--- config.mk ---
export PLATFORM = sky130hd
export DESIGN_NAME = vending_credit_arbiter
export DESIGN_NICKNAME = d
export VERILOG_FILES = /design/src/rtl/vending_credit_arbiter.sv
export SDC_FILE = /design/constraint.sdc
export NUM_CORES = 1
export LEC_CHECK = 0
export ABC_AREA = 1
export CORE_MARGIN = 3
export CORE_UTILIZATION = 53
export CTS_CLUSTER_SIZE = 16
export DETAILED_ROUTE_END_ITERATION = 16
export PLACE_DENSITY_LB_ADDON = 0.15
export REMOVE_ABC_BUFFERS = 1
export SYNTH_ARGS = -nofsm -noshare
export SYNTH_HDL_FRONTEND = slang
export SYNTH_SLANG_ARGS = --single-unit
--- constraint.sdc ---
create_clock -name clock -period 3.21 [get_ports clock]
set_clock_uncertainty 0.15 [all_clocks]
set_input_delay 0.642 -clock clock [delete_from_list [all_inputs] [get_ports clock]]
set_output_delay 0.642 -clock clock [all_outputs]
set_load 0.02 [all_outputs]
--- src/rtl/vending_credit_arbiter.sv ---
// vending_credit_arbiter
// Shares one credit accumulator and one product dispenser between NUM_SLOTS
// coin inlets. Each inlet latches at most one coin. Latched coins are granted
// round-robin, one per cycle, into a common credit count. Once the credit
// covers the price, the block runs a req/ack handshake with the dispenser and
// then reports any change. A cancel request refunds the current credit.

module vending_credit_arbiter #(
    parameter  int NUM_SLOTS   = 2,
    parameter  int PRICE_UNITS = 4,
    localparam int CREDIT_W    = $clog2(PRICE_UNITS + 2)
) (
    input  logic                 clock,
    input  logic                 reset,
    input  logic [NUM_SLOTS-1:0] nickel,
    input  logic [NUM_SLOTS-1:0] dime,
    input  logic                 cancel,
    input  logic                 disp_ack,
    output logic                 disp_req,
    output logic                 change_valid,
    output logic [CREDIT_W-1:0]  change_units,
    output logic [NUM_SLOTS-1:0] coin_reject,
    output logic [CREDIT_W-1:0]  credit,
    output logic                 busy
);

    // The round-robin pointer needs at least one bit, even with a single inlet.
    localparam int RR_W = (NUM_SLOTS > 1) ? $clog2(NUM_SLOTS) : 1;

    typedef enum logic [1:0] {
        COLLECT = 2'd0,
        VEND    = 2'd1,
        CHANGE  = 2'd2
    } state_t;

    state_t               state;
    logic [RR_W-1:0]      rr;

    // Per-inlet coin latch. The value is 1 for a nickel and 2 for a dime.
    logic [NUM_SLOTS-1:0] pend;
    logic [1:0]           val [NUM_SLOTS];

    // Arbitration results for the current cycle.
    logic                 grant_valid;
    logic [RR_W-1:0]      grant_idx;
    logic [RR_W-1:0]      cand;
    logic [CREDIT_W-1:0]  grant_add;
    logic [CREDIT_W-1:0]  credit_after;
    logic [CREDIT_W-1:0]  change_amt;

    // Round-robin pick: the first pending inlet found when scanning from rr+1.
    always_comb begin
        // NOTE: every signal written here gets a default first, so no path can leave one unassigned and infer a latch.
        grant_valid = 1'b0;
        grant_idx   = '0;
        cand        = '0;
        if (state == COLLECT && !cancel) begin
            for (int k = 1; k <= NUM_SLOTS; k++) begin
                cand = RR_W'((int'(rr) + k) % NUM_SLOTS);
                if (!grant_valid && pend[cand]) begin
                    grant_valid = 1'b1;
                    grant_idx   = cand;
                end
            end
        end
    end

    // Credit after this cycle's grant, and change owed when a vend completes.
    always_comb begin
        grant_add    = grant_valid ? CREDIT_W'(val[grant_idx]) : '0;
        credit_after = credit + grant_add;
        change_amt   = credit - CREDIT_W'(PRICE_UNITS);
    end

    // Inlet latches: accept a coin into an empty latch, or into a latch being
    // granted on this edge. Otherwise refuse the coin. A nickel and a dime
    // arriving together keep the nickel and refuse the dime.
    always_ff @(posedge clock) begin
        if (!reset) begin
            // NOTE: only the pend flags are reset. A coin value is never read while its pend flag is clear, so the value storage is left unreset.
            pend        <= '0;
            coin_reject <= '0;
        end else begin
            for (int i = 0; i < NUM_SLOTS; i++) begin
                if (nickel[i] || dime[i]) begin
                    if (pend[i] && !(grant_valid && int'(grant_idx) == i)) begin
                        coin_reject[i] <= 1'b1;
                    end else begin
                        pend[i]        <= 1'b1;
                        val[i]         <= nickel[i] ? 2'd1 : 2'd2;
                        coin_reject[i] <= nickel[i] && dime[i];
                    end
                end else begin
                    coin_reject[i] <= 1'b0;
                    if (grant_valid && int'(grant_idx) == i) begin
                        pend[i] <= 1'b0;
                    end
                end
            end
        end
    end

    // Vend sequencer: COLLECT accumulates credit, VEND runs the dispenser handshake,
    // CHANGE reports a refund or change for exactly one cycle. All outputs are registered.
    always_ff @(posedge clock) begin
        if (!reset) begin
            // NOTE: sequential state uses non-blocking assignments only, so every register sees pre-edge values of the others.
            state        <= COLLECT;
            rr           <= '0;
            credit       <= '0;
            disp_req     <= 1'b0;
            change_valid <= 1'b0;
            change_units <= '0;
            busy         <= 1'b0;
        end else begin
            change_valid <= 1'b0;
            case (state)
                COLLECT: begin
                    if (cancel) begin
                        // A cancel blocks the grant this cycle. It does nothing when there is no credit.
                        if (credit != '0) begin
                            change_units <= credit;
                            change_valid <= 1'b1;
                            credit       <= '0;
                            busy         <= 1'b1;
                            state        <= CHANGE;
                        end
                    end else begin
                        if (grant_valid) begin
                            rr <= grant_idx;
                        end
                        credit <= credit_after;
                        if (credit_after >= CREDIT_W'(PRICE_UNITS)) begin
                            disp_req <= 1'b1;
                            busy     <= 1'b1;
                            state    <= VEND;
                        end
                    end
                end
                VEND: begin
                    if (disp_ack) begin
                        disp_req <= 1'b0;
                        credit   <= '0;
                        if (change_amt != '0) begin
                            change_units <= change_amt;
                            change_valid <= 1'b1;
                            state        <= CHANGE;
                        end else begin
                            busy  <= 1'b0;
                            state <= COLLECT;
                        end
                    end
                end
                CHANGE: begin
                    busy  <= 1'b0;
                    state <= COLLECT;
                end
                default: begin
                    disp_req <= 1'b0;
                    busy     <= 1'b0;
                    credit   <= '0;
                    state    <= COLLECT;
                end
            endcase
        end
    end

endmodule
======== Word-level counts from Yosys, hierarchy flattened ========
Memory sizes are Yosys's and may differ from the RTL's.
Cells that the tools add are included.
word-level totals
  flip-flop bits (word level) ............. 16
  bits in latches ......................... 0
  memory bits (writable) .................. 4
  ROM bits ................................ 0
  output and inout port bits .............. 11
  logic and storage cells ................. 124
  memories ................................ 1
cells by class
  add/subtract/negate cells ............... 4
  $mul .................................... 0
  div/mod/pow operators ................... 0
  order comparisons ....................... 3
  equality and inequality tests ........... 13
  shift operators ......................... 0
  mux-type cells .......................... 59
  bitwise gates (word level) .............. 3
  reductions and logical operators ........ 30
memories
  name  depth  width  read ports  clocked after memory_dff  wr ports  line  source
  val   2      2      1           0                         2         41    logic [1:0] val [NUM_SLOTS];
operators by type and width
  kind                 number
  $mux 1               38
  $mux 3               7
  $mux 2               8
  $ne 2x2->1 const B   7
  $pmux 3 s3           1
  $reduce_and 3->1     3
  $logic_and 1x1->1    8
  $reduce_and 2->1     4
  $reduce_and 4->1     2
  $ne 3x2->1 const B   2
  $pmux 3 s2           1
  $reduce_bool 2->1    3
  $reduce_bool 3->1    2
  $reduce_and 5->1     1
  $logic_not 1->1      4
  $lt 1x2->1 const B   2
  $ne 2x1->1 const B   2
  $pmux 1 s2           2
  $pmux 2 s2           1
  $add 3x2->3          1
  $ge 3x3->1 const B   1
  $not 1->1            3
  $pmux 1 s3           1
  $sub 3x3->3 const B  1
  other kinds (5)      7

======== Logic depth before layout (Yosys ltp) ========
  depth in word-level cells ............... 17
  mapped depth ............................ 17

======== Worst setup path before layout ========
Ideal clock, no wire load.
  kind .................................... input to register
  from .................................... in cancel
  to ...................................... reg credit[1]
  arrival ................................. 2.153 ns
  required time ........................... 2.994 ns
  setup slack ............................. 0.841 ns
  stages .................................. 11
  path through ............................ inv_1 > nand2_2 > inv_2 > nand2_1 > inv_1 > a22o_1 > ha_1 > inv_1 > fa_1 > or2_2 > a21oi_2
between the ends
  cells in the longest elaborated chain, start to end .. 8
  elaborated cells on any way between the ends .. 11
ends and longest elaborated chain
  element               line  source
  start, declared       17    input logic cancel,
  $logic_not 1->1       57    if (state == COLLECT && !cancel) begin
  $logic_and 1x1->1     57
  $mux 1                57
  $mem_v2 2x2           -
  $mux 2                70    grant_add = grant_valid ? CREDIT_W'(val[grant_idx]) : '0;
  $add 3x2->3           71    credit_after = credit + grant_add;
  $mux 3                119   if (cancel) begin
  $pmux 3 s3            117   case (state)
  end signal, assigned  132   credit <= credit_after;
  end, declared         23    output logic [CREDIT_W-1:0] credit,
Several ways; a longest one is shown, not always the timed one.
A chain may end at the register's enable or synchronous reset.

======== Worst setup path in the final report ========
  from .................................... in cancel
  to ...................................... reg busy
between the ends
  cells in the longest elaborated chain, start to end .. 9
  elaborated cells on any way between the ends .. 13
ends and longest elaborated chain
  element                            line  source
  $logic_not 1->1                    57
  $logic_and 1x1->1                  57
  $mux 1                             57
  $mem_v2 2x2                        -
  $mux 2                             70
  $add 3x2->3                        71
  $ge 3x3->1                         133   if (credit_after >= CREDIT_W'(PRICE_UNITS)) begin
  $ne 3x2->1 (no source line)        -
  $reduce_and 4->1 (no source line)  -
  end signal, assigned               135   busy <= 1'b1;
  end signal, assigned               149   busy <= 1'b0;
  end signal, assigned               155   busy <= 1'b0;
  end, declared                      24    output logic busy
Several ways; a longest one is shown, not always the timed one.

==> metrics.cfg <==
[route]
drc_errors=0
dr.pass1.iters=4
viasPerCell=4.95
wl_um=1990
vias=807
avgRoutedWirePerCell_um=12.2
drt_iter0_markers=21
ant_nets=0

[logic_synthesis]
ys_seq_area_share_pct=46.4
yosys-top-cells-area=dfxtp_1 34%, edfxtp_1 13%, nand2_1 8.7%
synth_top_area_share_pct=33.8
synthCells=118
synth.cell_area_um2=948
ys_warn_count=0
ys_types=24
ys_ff_latch=20
synth_area_per_cell_um2=8.04
synth_top_area_cell=dfxtp_1

[worst_setup_path]
critical_path.top_delay_family=buffers and inverters
timing.critical_path.slowest_cell_delay_ns=0.45
critical_path_class=input port to flip-flop
worstPathCellList=clkdlybuf4s50_1 -> inv_1 -> nand2_2 -> inv_2 -> nand2_1 -> inv_1 -> a22o_1 -> ha_1 -> inv_1 -> fa_1 -> inv_1 -> nand2_1 -> nand2_1 -> nor2_1 -> nor2_1 -> nand2_1 -> nand2_1 -> a21oi_1
crit_arrival_ns=2.79
cp_max_fo=5
crit_top_cell=nand2_1
worst_path_max_delay_cell=clkdlybuf4s50_1
cp-start-kind=input port
worst-path-buf-inv=6
endpoint_kind=flip-flop
critical_path_required_ns=3.24

[power_and_ir_drop]
power_density_nw_per_um2=449
peakVddDrop_mv=0.313
p_leak_nw=0.481

[run]
cap_violations=0

[die]
die_w_um=48.3
num_rows=14
start_util_pct=59.5
ioPinCount=19
chipHeight_um=48.3
core_area_um2=1590
die-area_um2=2330

[sta]
grt_setup_unrepaired=no
relSlewSlack_pct=67.5
drv_slew=0
min_period_over_period_pct=85.7
worst_pin_slew_ns=0.487
fmax_ghz=0.364
fin_crit_ns=2.75
hold_viol_final=0
fin_tns_setup_ns=0
finalSetupViolCount=0

[place]
hpwl_um=1540
place_congestion=0.847
postPlaceCellArea_um2=1150
port_buffers=18

[clock_network]
cts_setup_buffers=0
clockBufferDepth=2
root_buffer=clkbuf_4
ctsResizeCount=0
cts_inserted_buffers=3
clkSinkCount=20
cts_hold_buf=0
path_clk_slew_ns=0.11
clkLatencyLatePin_ns=0.30
cts_tree=yes
cts.htree.levels=1

[global_route]
grt_antenna_before_repair=0
grt_pass1_vias=832
grt_use_total_pct=18.8
grt_pass1_wl_um=3450
overflow=0
grt_max_degree=15

[layout]
syn_to_final_growth_pct=24.5
diodes=0
final_layout_size_suffix_gt1_share_pct=15.8
fillers=142
nets=150
fin_area_um2=1180

[worst_hold_path]
hold_path.class=flip-flop to flip-flop

[status]
status=complete, no violations

==> path summary, 6_finish.rpt <==
path                        start               to  slack [ns]  depth (start not counted)
setup / recovery           cancel             busy        0.46                         18
hold / removal    change_units[1]  change_units[1]        0.32                          2
setup reg to reg         state[0]             busy        0.75                         17
hold reg to reg   change_units[1]  change_units[1]        0.32                          2
==> per-stage QoR <==
| stage | utilization (%) | total power, mW | worst slack, ns | hold WS, ns | instances |
|---|---|---|---|---|---|
| after floorplan | - | 0.367 | 0.839 | 0.299 | 117 |
| after global placement | 72.4 | 0.407 | 0.241 | 0.299 | 159 |
| after detailed placement | 72.4 | 0.412 | 0.157 | 0.311 | 159 |
| after CTS | 74.1 | 0.532 | 0.479 | 0.328 | 163 |
| after global routing | 74.1 | 0.562 | 0.256 | 0.347 | 163 |
| final | 74.1 | 0.530 | 0.459 | 0.323 | 163 |
==> state kept, by name, summed over array words and instances (netlist names), 2 cells and up <==
name / cells
coin_reject: 2
val: 4
state: 2
change_units: 3
credit: 3
pend: 2
==> cells in the mapped netlist <==
library cell,n
nand3_1,2
dfxtp_1,16
a22o_1,2
or2_2,1
edfxtp_1,4
nand2_4,1
fa_1,1
nor2_4,1
nand3_4,1
nand3_2,1
nor3_1,1
buf_1,1
a21oi_2,3
inv_2,4
nand2_2,5
nand2_1,22
inv_1,13
nor2_2,2
a21oi_1,11
o21ai_0,9
ha_1,1
o21ai_1,1
nor2_1,13
nand4_1,2
==> layout by cell type (no fill, tap or decap), types with 2 or more instances in the layout <==
cell type and count:
nand2_1 22, clkdlybuf4s50_1 18, dfxtp_1 16, inv_1 13, nor2_1 13, a21oi_1 11
o21ai_0 9, nand2_2 5, inv_2 4, edfxtp_1 4, a21oi_2 3, clkbuf_4 3
a22o_1 2, nor2_2 2, nand3_1 2, nand4_1 2
==> report_power, final <==
group	internal, mW	switching, mW
Combinational	0.0504	0.0704
Clock	0.0454	0.0772
Sequential	0.274	0.0124
Total	0.370	0.160
==> cells by family after synthesis <==
logic type      synth area share [%]
flops                           46.4
fa+ha+maj                       3.43
buf+inv                         7.12
simple gates                    27.3
compound gates                  15.7
==> layer usage <==
layer | GRT usage, % | wire length [um] | up-vias
li1 | - | - | 426
met5 | 0 | 0 | -
met1 | 22.6 | 918 | 353
met4 | 8.53 | 31 | 0
met3 | 3.68 | 75 | 4
met2 | 32.3 | 965 | 24
==> layout make-up <==
class / instances / area (um2) / share of cell area [%]
inverter: 17 / 63.8 / 5.40
clock inverter: 1 / 3.75 / 0.318
timing repair buffer: 18 / 180 / 15.3
sequential: 20 / 440 / 37.3
multi-input combinational: 80 / 440 / 37.3
tap: 24 / 30.0 / 2.54
clock buffer: 3 / 22.5 / 1.91
==> tightest hold or removal path: cells and delay by family (launching register included) <==
family / cells / cell delay (ns)
compound gates: 1 / 0.05
flops: 1 / 0.33
simple gates: 1 / 0.06
No activity file was read; power rests on OpenSTA's default activity.
==> edit, RTL diff (config.mk and constraints unchanged) <==
Set the parameter `PRICE_UNITS` to 2 (it was 4).
--- a/src/rtl/vending_credit_arbiter.sv
+++ b/src/rtl/vending_credit_arbiter.sv
@@ -8,5 +8,5 @@
 module vending_credit_arbiter #(
     parameter  int NUM_SLOTS   = 2,
-    parameter  int PRICE_UNITS = 4,
+    parameter  int PRICE_UNITS = 2,
     localparam int CREDIT_W    = $clog2(PRICE_UNITS + 2)
 ) (
Ports: changed (resized change_units and credit); port bits go from 19 to 17. No check against the original RTL was run, so the function may have changed too.
==> edit against the unedited design <==
First-iteration DRC count is 52% lower. Total power is 7.4% higher. Area after synthesis is 10% lower. Sequential share of layout area is 0.72 points higher. Sequential power is 4% lower. Via count is 7.3% lower. Setup slack better by 0.27 ns. Cell area is 11% lower. Sequential cell count is 2 lower. Global-route usage is 0.71 points higher. Routed wire length is 16% lower. Critical path type unchanged. Critical endpoint is now state[0]$_SDFFE_PN0P_. Largest cell class unchanged.
==> edit: results (changes against the unedited design) <==
Final Non-Filler Cells: 140 (-14%)
Vias in the first global route: 683 (-18%)
Worst slew pin tran: 0.3587 ns (-0.1284 ns)
Commonest cells in the netlist: 19 x inv_1, 18 x nand2_1, 14 x dfxtp_1
Register area share after synthesis: 46.99% (+0.55 points)
Register Area: 400.4 µm² (-9.1%)
Hold Path Sink: disp_req$_SDFFE_PN0P_
Dpl cells: 136 (-14%)
Dpl hpwl: 1331 µm (-14%)
Reg-to-reg endpoint: state[0]$_SDFFE_PN0P_
1st-iter DRT viols: 10 (-52%)
Largest net degree at the start of global routing: 12 (-3)
VDD IR max: 0.0003788 V (+21%)
FF-to-FF path depth: 14 (-3)
Sw frac: 34.15% (+3.9 points)
Hold_sp: disp_req$_SDFFE_PN0P_
Slowest stage delay, CP: 0.52 ns (+0.07 ns)
Post-route design area: 1054 µm² (-11%)
Status: complete, no violations
Signal buf overhead: 15.20% (-0.052 points)
Non-clk invs: 20 (+3)
Hold_ws: 0.3173 ns (-0.006106 ns)
Nonclk buf count: 16 (-2)
Crit path max-delay family: simple AND/OR/NAND/NOR gates
I/O Buffers: 16 (-2)
P_leak: 0.4462 nW (-7.3%)
Tot GR Track Use: 19.48% (+0.71 points)
Pre-CTS setup slack: 0.4188 ns (+0.2619 ns)
Filler cells: 108 (-24%)
## edit: changes by cell type after synthesis, moves of 3 or more
cell     change
inv_2        -3
nor2_1       -5
nand2_2      -4
inv_1        +6
nand2_1      -4
o21ai_0      -4
nand3_1      +4
## edit: layer usage
metal  up-vias  GRT usage (%)  share of wire, %  wire (µm)
met5         -              0                 0          0
met4         0          10.23               2.0         33
met3         4          4.688               6.2        103
met2        26          29.95                46        765
met1       337          25.06                46        767
li1        381              -                 -          -
## edit: how the worst max path moves through the flow
stage | to | startpoint | slack, ns
after floorplan | busy$_SDFFE_PN0P_ | cancel | 1.16
after global placement | state[0]$_SDFFE_PN0P_ | cancel | 0.49
after detailed placement | state[0]$_SDFFE_PN0P_ | cancel | 0.42
after CTS | busy$_SDFFE_PN0P_ | cancel | 0.72
after global routing | busy$_SDFFE_PN0P_ | cancel | 0.49
final | state[0]$_SDFFE_PN0P_ | cancel | 0.72
